[config.mk]
export PLATFORM = sky130hd
export DESIGN_NAME = alu_issue_buf
export DESIGN_NICKNAME = d
export VERILOG_FILES = /design/src/rtl/alu_issue_buf.sv
export SDC_FILE = /design/constraint.sdc
export NUM_CORES = 1
export LEC_CHECK = 0
export BUFFER_PORTS_ARGS = -buffer_cell sky130_fd_sc_hd__buf_2
export CORE_MARGIN = 1.5
export CORE_UTILIZATION = 30
export CTS_CLUSTER_DIAMETER = 30
export CTS_CLUSTER_SIZE = 25
export DETAILED_ROUTE_END_ITERATION = 10
export PLACE_DENSITY_LB_ADDON = 0.3
export SYNTH_ARGS = -nofsm -noshare
export SYNTH_HDL_FRONTEND = slang
export SYNTH_SLANG_ARGS = --single-unit
[constraint.sdc]
create_clock -name clk -period 2.3 [get_ports clk]
set_input_delay 0.115 -clock clk [delete_from_list [all_inputs] [get_ports clk]]
set_output_delay 0.115 -clock clk [all_outputs]
set_load 0.1 [all_outputs]
[src/rtl/alu_issue_buf.sv]
// Two-entry (MAIN + SKID) issue buffer in front of the ALU: registered bundle
// outputs, strict FIFO order, flush to empty, and a saturating stall counter.

package riscv_32i_defs_pkg;
    typedef logic [31:0] word_t;
    typedef enum logic [3:0] {
        ALU_ADD    = 4'd0,
        ALU_SUB    = 4'd1,
        ALU_SLL    = 4'd2,
        ALU_SLT    = 4'd3,
        ALU_SLTU   = 4'd4,
        ALU_XOR    = 4'd5,
        ALU_SRL    = 4'd6,
        ALU_SRA    = 4'd7,
        ALU_OR     = 4'd8,
        ALU_AND    = 4'd9,
        ALU_COPY_B = 4'd10
    } alu_op_t;
endpackage

module alu_issue_buf
    import riscv_32i_defs_pkg::*;
#(
    parameter int CNT_W = 16
) (
    input  logic             clk,
    input  logic             rst,
    input  logic             in_valid,
    output logic             in_ready,
    input  alu_op_t          in_alu_op,
    input  word_t            in_a,
    input  word_t            in_b,
    input  logic             flush,
    output logic             out_valid,
    input  logic             out_ready,
    output alu_op_t          out_alu_op,
    output word_t            out_a,
    output word_t            out_b,
    output logic [1:0]       occupancy,
    output logic [CNT_W-1:0] stall_cnt
);

    // Encoding doubles as the occupancy count.
    typedef enum logic [1:0] {
        EMPTY = 2'd0,
        ONE   = 2'd1,
        TWO   = 2'd2
    } state_t;

    state_t           state_reg;
    alu_op_t          main_op_reg;
    word_t            main_a_reg;
    word_t            main_b_reg;
    alu_op_t          skid_op_reg;
    word_t            skid_a_reg;
    word_t            skid_b_reg;
    logic [CNT_W-1:0] stall_cnt_reg;

    logic in_fire;
    logic out_fire;

    assign in_ready   = !rst && (state_reg != TWO);
    assign out_valid  = (state_reg != EMPTY);
    assign in_fire    = in_valid && in_ready;
    assign out_fire   = out_valid && out_ready;
    assign occupancy  = state_reg;
    assign out_alu_op = main_op_reg;
    assign out_a      = main_a_reg;
    assign out_b      = main_b_reg;
    assign stall_cnt  = stall_cnt_reg;

    always_ff @(posedge clk) begin
        if (rst) begin
            state_reg     <= EMPTY;
            main_op_reg   <= ALU_ADD;
            main_a_reg    <= '0;
            main_b_reg    <= '0;
            skid_op_reg   <= ALU_ADD;
            skid_a_reg    <= '0;
            skid_b_reg    <= '0;
            stall_cnt_reg <= '0;
        end else begin
            if (out_valid && !out_ready && (stall_cnt_reg != '1))
                stall_cnt_reg <= stall_cnt_reg + CNT_W'(1);

            // Flush only drops the state; payload registers keep stale data.
            if (flush) begin
                state_reg <= EMPTY;
            end else begin
                case (state_reg)
                    EMPTY: begin
                        if (in_fire) begin
                            main_op_reg <= in_alu_op;
                            main_a_reg  <= in_a;
                            main_b_reg  <= in_b;
                            state_reg   <= ONE;
                        end
                    end
                    ONE: begin
                        if (in_fire && !out_fire) begin
                            skid_op_reg <= in_alu_op;
                            skid_a_reg  <= in_a;
                            skid_b_reg  <= in_b;
                            state_reg   <= TWO;
                        end else if (in_fire && out_fire) begin
                            main_op_reg <= in_alu_op;
                            main_a_reg  <= in_a;
                            main_b_reg  <= in_b;
                        end else if (out_fire) begin
                            state_reg <= EMPTY;
                        end
                    end
                    TWO: begin
                        if (out_fire) begin
                            main_op_reg <= skid_op_reg;
                            main_a_reg  <= skid_a_reg;
                            main_b_reg  <= skid_b_reg;
                            state_reg   <= ONE;
                        end
                    end
                    default: state_reg <= EMPTY;
                endcase
            end
        end
    end

endmodule

Word level (Yosys, flattened, before mapping)
Cells that the tools add are included.

word-level totals
  register bits after elaboration = 154
  latch bits = 0
  RAM bits = 0
  memory bits (read-only) = 0
  input bits = 73
  output and inout port bits = 88
  logic and storage cells = 58
  memories kept = 0

operators by class
  add/subtract/negate cells = 1
  $mul = 0
  divide/modulo/power cells = 0
  magnitude comparators = 0
  equal/unequal tests = 10
  shifts and indexed selects = 0
  muxes and demuxes = 21
  bitwise gates (word level) = 1
  reduce and logical (&&, ||, !) cells = 17

operator list
  kind                   count
  $mux 32                8
  $pmux 32 s3            2
  $add 16x1->16 const B  1
  $mux 4                 4
  $ne 16x16->1 const B   1
  $pmux 4 s3             1
  $mux 2                 5
  $ne 2x2->1 const B     5
  $logic_and 1x1->1      7
  $ne 3x3->1 const B     2
  $pmux 2 s3             1
  $reduce_and 6->1       1
  $reduce_and 4->1       1
  $logic_not 1->1        3
  $reduce_and 3->1       1
  $reduce_bool 3->1      1
  $eq 2x1->1 const B     1
  $eq 2x2->1 const B     1
  $logic_not 2->1        1
  $reduce_bool 2->1      1
  $reduce_or 2->1        1
  $not 1->1              1

Logic depth before layout (Yosys ltp)
Gate-level depths: netlist (run 1).

  word-level depth = 7
  gate-level depth with buffers = 8
  gate-level depth less buffers = 5

Worst setup path after synthesis (run 1)
Ideal clock, no wire load.

  kind = reg-to-output
  from = reg state_reg[0] (netlist: occupancy[0])
  to = out in_ready
  arrival = 2955 ps
  data required time = 2185 ps
  setup slack = -770 ps
  cell stages (with the launch flop) = 6
  path buffers = 3
  cells stage by stage = dfxtp_1 -> clkbuf_1 -> nor2b_1 -> clkbuf_1 -> buf_1 -> nor2_1

on the way
  cells in the longest elaborated chain, start to end = 2

ends and longest elaborated chain
  element                 RTL line  RTL
  start, declared         50        state_t state_reg;
  start signal, assigned  74        state_reg <= EMPTY;
  start signal, assigned  88        state_reg <= EMPTY;
  start signal, assigned  96        state_reg <= ONE;
  $ne 2x2->1              62        assign in_ready = !rst && (state_reg != TWO);
  $logic_and 1x1->1       62
  end, declared           29        output logic in_ready,

No other way between the ends.

Worst setup path after layout (run 1)
  from = reg state_reg[1] (netlist: occupancy[1])
  to = reg main_a_reg[10] (netlist: out_a[10])

on the way
  cells in the longest elaborated chain, start to end = 6
  elaborated cells between the ends (all ways) = 18
  those cells by class = eq/ne: 7; mux: 1; reduce/logical: 10

ends and longest elaborated chain
  element                                                      RTL line  RTL
  $ne 2x2->1 / $reduce_bool 2->1 (equally long branches)       62, 63
  $logic_and 1x1->1 (on tied branches)                         62, 65
  $logic_and 1x1->1 / $logic_not 1->1 (equally long branches)  64, 100
  $logic_and 1x1->1 (on tied branches)                         105, 100
  $ne 2x2->1 (no line)                                         --
  $reduce_and 6->1 (no line)                                   --
  end signal, assigned                                         94        main_a_reg <= in_a;
  end signal, assigned                                         107       main_a_reg <= in_a;
  end signal, assigned                                         116       main_a_reg <= skid_a_reg;
  end, declared                                                52        word_t main_a_reg;

Several ways; a longest one is shown, not always the timed one.
A chain may end at the register's enable or synchronous reset.

==> reports/qor.txt, run 1 <==
Total track usage: 16.70%
Initial Util: 30.85%
Largest net degree at the start of global routing: 160
RePlAce Congestion: 0.7328
First-iteration detailed-routing DRC count: 209
Clock latency at the later pin of the worst-skew pair: 0.41 ns
Mapped cell area: 7049 um^2
Sink Count: 154
Post-route setup TNS: 0 ns
Data required, critical path: 2.62 ns
Global-route wire length before repair: 32,310 um
IO Pins: 161
Worst-margin pin slew: 0.9116 ns
Post-synth ARST share: 0%
Number of synthesis warnings: 0
Routed length per instance: 15.30 um
F_max: 0.4871 GHz
Reg area: 3107 um^2
RR Startpoint: occupancy[1]
Total CTS buffers: 17
Commonest non-fill, non-tap cell in the layout: buf_2
Crit-path max FO: 68
Clock transition at path regs: 0.06 ns
NumNets Final: 1,061
Slew Limit Fails: 0
R2r endpoint: out_a[10]
FF+latch count, synth: 154
Type of the most critical hold path: in -> reg
Share of cells above drive strength 1: 32.13%
DRT Pass-1 Iters: 4
Via count: 6,266
Crit path to: out_a[10]
Core box area: 22,850 um^2
Clk_skew: 0.007101 ns
Most frequent cells in the layout: 159 x buf_2, 140 x nand2_1, 137 x dfxtp_1, 117 x a211oi_1, 81 x a21oi_1
Die Area: 24,430 um^2
Status: finished clean
Htree depth: 4
P_leak: 0.003476 uW
Worst Setup SP: occupancy[1]
Die Width: 156.3 um
# Post-CTS Setup Buffers: 0
Site row count: 55
Sequential fraction of the synthesis area: 43.73%
Number of synthesized flops with an enable pin: 0
R2R depth: 4
Minimum clock period: 2.053 ns
Final setup viols: 0
Antenna diode count: 0
Number of global-route vias before repair: 6,111
Vias per cell: 4.776
Port buffer count: 160
Worst rel slew slack: 39.22%
Max Cap Viol: 0
Fill cells: 2,334
GR Overflow Total: 0
Pwr Total: 6879 uW
Clock Path Buffers: 2
Ys flop type: dfxtp_1
DRT Wirelength: 20,080 um
CTS tree: yes
Hold Vio Cnt, Final: 0
Critical Path AT: 2.37 ns
Startpoint Class: register
CP endpoint kind: register
Dpl hpwl: 11,510 um
Type of the worst setup path: reg -> reg
Die Y-Extent: 156.3 um
CTS Root Cell: clkbuf_16
Multi-input logic area: 3403 um^2
# DRC: 0
Cell Pwr Density: 732.3 nW/um^2
Synth-to-Final Area Change: 33.24%
RSZ-0062 raised after global routing: no
Net Count, Synth: 876
Distinct cell type count after synthesis: 44
Initial antenna violation count: 0
Worst vdd rail ir drop: 0.3911 mV
Synth Instances: 802
Post-route ant nets: 0
Final period utilization: 89.26%
Flop-to-flop setup slack: 0.25 ns
Synth Area per Inst: 8.790 um^2
==> per-stage QoR <==
step	utilization [%]	setup WS (ns)	hold WS, ns	area [um^2]	cells
6_report	41.11	0.2471	0.04513	9393	1312
3_3_place_gp	35.57	0.2945	0.3661	8127	1213
5_1_grt	41.11	0.08135	0.04855	9393	1312
3_5_place_dp	35.57	0.2362	0.3711	8127	1213
4_1_cts	41.11	0.2349	0.01821	9393	1312
2_1_floorplan	-	0.02612	0.2510	7089	802
==> worst max-delay path: stages, from the launching register on <==
cell and delay [ns]:
dfxtp_4 0.38, or3b_1 0.45, a21o_2 0.26, a21o_4 0.49
a211oi_1 0.36
==> kinds of logic after synthesis <==
group	Yosys count	share of synthesized area [%]
AO/OA/AOI/OAI	235	23.52
AND/OR/NAND/NOR	194	12.26
flip-flops	154	43.73
buffers and inverters	146	8.803
multiplexers	72	11.50
adder cells (fa/ha/maj)	1	0.1775
==> metal layers <==
layer | part of all wire (%) | global-route usage (%) | vias to the layer above
li1 | - | - | 3185
met1 | 49 | 22.07 | 2943
met2 | 46 | 27.17 | 127
met3 | 4.4 | 4.514 | 11
met4 | 0.83 | 3.673 | 0
met5 | 0 | 0 | -
==> where the power goes <==
| part | switching (uW) | internal (uW) |
|---|---|---|
| Sequential | 49.7 | 2760 |
| Clock | 1090 | 1680 |
| Combinational | 962 | 332 |
| Total | 2110 | 4770 |
==> synth_stat cells, types with 2 or more instances <==
cell type	number	area, um^2
nor3_1	2	10.01
a21oi_1	81	405.4
mux2_1	3	33.78
nor2_1	11	41.29
nand4_1	3	18.77
mux2_2	69	777.0
buf_4	2	15.01
nor4_1	4	25.02
nand3_1	8	40.04
a31oi_1	2	12.51
a211oi_2	20	250.2
o31ai_1	5	37.54
or3_1	2	12.51
and3_1	2	12.51
buf_6	6	67.56
inv_1	70	262.8
buf_2	15	75.07
clkbuf_1	51	191.4
nand2_1	140	525.5
nor2b_1	6	37.54
nor4b_1	2	17.52
dfxtp_1	154	3083
a21o_1	2	15.01
o21ai_1	2	10.01
or4_1	5	37.54
a211oi_1	117	878.3
==> worst min-delay path by stage <==
| stage | endpoint | cells after the start | slack, ns | from |
|---|---|---|---|---|
| finish | occupancy[1] | 2 | 0.05 | out_ready |
| global route | occupancy[1] | 2 | 0.05 | out_ready |
| CTS | occupancy[1] | 2 | 0.02 | out_ready |
| detailed placement | skid_a_reg[11] | 3 | 0.37 | in_a[11] |
| global placement | skid_a_reg[14] | 3 | 0.37 | in_a[14] |
| floorplan | skid_a_reg[0] | 2 | 0.25 | in_a[0] |
==> layout make-up <==
cell class / count / share of cell area (%)
clock buffer: 25 / 5.595
clock inverter: 6 / 0.6394
inverter: 70 / 2.797
multi-input combinational: 502 / 36.23
sequential: 154 / 33.08
tap: 313 / 4.169
timing repair buffer: 242 / 17.49
==> what timing repair did <==
item                                    in CTS  in global routing
gates resized for setup                      0                  0
hold buffers                                68                  0
endpoints found under the setup margin       0                  0
hold endpoints to repair                    68                  0
No activity file was read; power rests on OpenSTA's default activity.
==> run 2, diff against run 1 <==
--- a/config.mk
+++ b/config.mk
@@ -13,2 +13,4 @@
 export DETAILED_ROUTE_END_ITERATION = 10
+export GPL_TIMING_DRIVEN = 0
+export HOLD_SLACK_MARGIN = 0.12
 export PLACE_DENSITY_LB_ADDON = 0.3
==> constraint.sdc (replaced) <==
create_clock -name clk -period 2.3 [get_ports clk]
set_input_delay 0.46 -clock clk [delete_from_list [all_inputs] [get_ports clk]]
set_output_delay 0.46 -clock clk [all_outputs]
set_load 0.1 [all_outputs]
==> run 2 against run 1 <==
Compared with the run above: final cell count is 0.61% lower; non-clock buffer count is 12 lower; die area stayed put; utilization is 1.8 points lower; clock skew is 0.0035 ns higher; sequential share of layout area is 1.5 points higher; setup slack worse by 0.058 ns; critical path depth is 1 higher; highest routed layer is now met5.
==> reports/qor.txt, run 2 (synthesis gave the netlist of run 1 again) <==
Status: finished clean
Worst rel slew slack: 43.97%
Final setup viols: 0
Data required, critical path: 1.84 ns
Site row count: 55
Clock Path Buffers: 2
WP buf/inv: 3
Initial antenna violation count: 6
Clock latency at the later pin of the worst-skew pair: 0.43 ns
Crit-path cells: nor2b_1 > clkbuf_4 > buf_6 > nor2_4 > buf_12
Largest net degree at the start of global routing: 20
Max Cap Viol: 0
DRT Pass-1 Iters: 6
Crit-path max FO: 11
Worst Setup SP: occupancy[0]
Synth-to-Final Area Change: 27.55%
Sink Count: 154
F_max: 0.4737 GHz
Type of the most critical hold path: in -> reg
Minimum clock period: 2.111 ns
Hold Vio Cnt, Final: 0
Worst vdd rail ir drop: 0.3823 mV
Max stage delay cell, worst path: dfxtp_2
CP endpoint kind: output pin
Total track usage: 17.09%
Commonest non-fill, non-tap cell in the layout: buf_2
Type of the worst setup path: reg -> out
Routed length per instance: 15.90 um
Top delay family on crit path: buffers and inverters
Share of cells above drive strength 1: 36.13%
RePlAce Congestion: 0.7564
P_leak: 0.003304 uW
Non-Filler Instances: 1,304
Clock transition at path regs: 0.07 ns
Dpl hpwl: 14,930 um
Vias per cell: 4.752
Die Y-Extent: 156.3 um
Initial Util: 30.85%
NumNets Final: 1,049
Hold WS: 0.2702 ns
Setup WS pre-CTS: -0.4834 ns
Total CTS buffers: 17
CTS tree: yes
Post-cts hold buffer count: 0
Number of global-route vias before repair: 5,934
Startpoint Class: register
Die Area: 24,430 um^2
Crit path largest cell delay: 0.46 ns
Core box area: 22,850 um^2
Clk_skew: 0.01060 ns
Via count: 6,196
Slew Limit Fails: 0
RR Startpoint: occupancy[1]
Port buffer count: 157
GR Overflow Total: 0
Worst Hold Launch: in_b[10]
DRT Wirelength: 20,740 um
Final period utilization: 91.78%
# DRC: 0
Die Width: 156.3 um
IO Pins: 161
Total placed cells including tap cells: 1,272
Most frequent cells in the layout: 167 x buf_2, 140 x nand2_1, 137 x dfxtp_1, 97 x a211oi_1, 81 x a21oi_1
Global-route wire length before repair: 32,190 um
RSZ-0062 raised after global routing: no
Cell Pwr Density: 753.2 nW/um^2
First-iteration detailed-routing DRC count: 289
Worst-margin pin slew: 0.8405 ns
Final WS setup: 0.1890 ns
CTS Root Cell: clkbuf_16
Post-route ant nets: 0
Critical Path AT: 1.65 ns
Htree depth: 4
Fill cells: 2,398
run 2: metal layers:
metal	vias to the layer above	GRT usage [%]	wire length [um]
li1	3164	-	-
met1	2882	22.49	10080
met2	127	27.47	9283
met3	17	4.736	1126
met4	6	4.490	204
met5	-	0	37
run 2: what timing repair did:
item,CTS,global route
buffers inserted,0,2
resized for setup,24,27
endpoints found under the setup margin,96,98
gates cloned,0,0
pin swaps,0,2
run 2: area by class of cell:
class,count,area [um^2],share of cell area [%]
Antenna cell,3,7.507,0.08350
Buffer,71,367.9,4.091
Clock buffer,21,460.4,5.121
Clock inverter,11,97.59,1.085
Inverter,70,262.8,2.922
Multi-Input combinational cell,502,3481,38.71
Sequential cell,154,3107,34.55
Tap cell,313,391.6,4.356
Timing Repair Buffer,159,815.8,9.073
run 2: final timing paths:
kind | to | slack (ns) | cells after the start
setup reg to reg | skid_op_reg[1] | 0.21 | 6
hold reg to reg | skid_op_reg[0] | 0.45 | 2
hold / removal | skid_b_reg[10] | 0.27 | 3
setup / recovery | in_ready | 0.19 | 5
run 2: metrics by stage:
stage               cell area (um^2)  power [uW]  setup TNS (ns)  utilization [%]
floorplan                       7089        3820        -0.05777                -
global placement                8267        4095          -22.32            36.18
detailed placement              8267        4097          -21.97            36.18
CTS                             8896        6852        -0.02279            38.94
global route                    8984        7024               0            39.32
finish                          8991        6772               0            39.35
run 2: worst register-to-register path, cell delays in order (launching register included):
cell	delay, ns
dfxtp_4	0.38
or3b_4	0.43
or4b_1	0.65
buf_6	0.22
buf_6	0.15
nand2_1	0.07
a21oi_1	0.06
run 2: where the power goes:
part / switching [uW] / total, uW / internal [uW]
Sequential: 49.5 / 2810 / 2760
Combinational: 972 / 1250 / 278
Clock: 1170 / 2710 / 1540
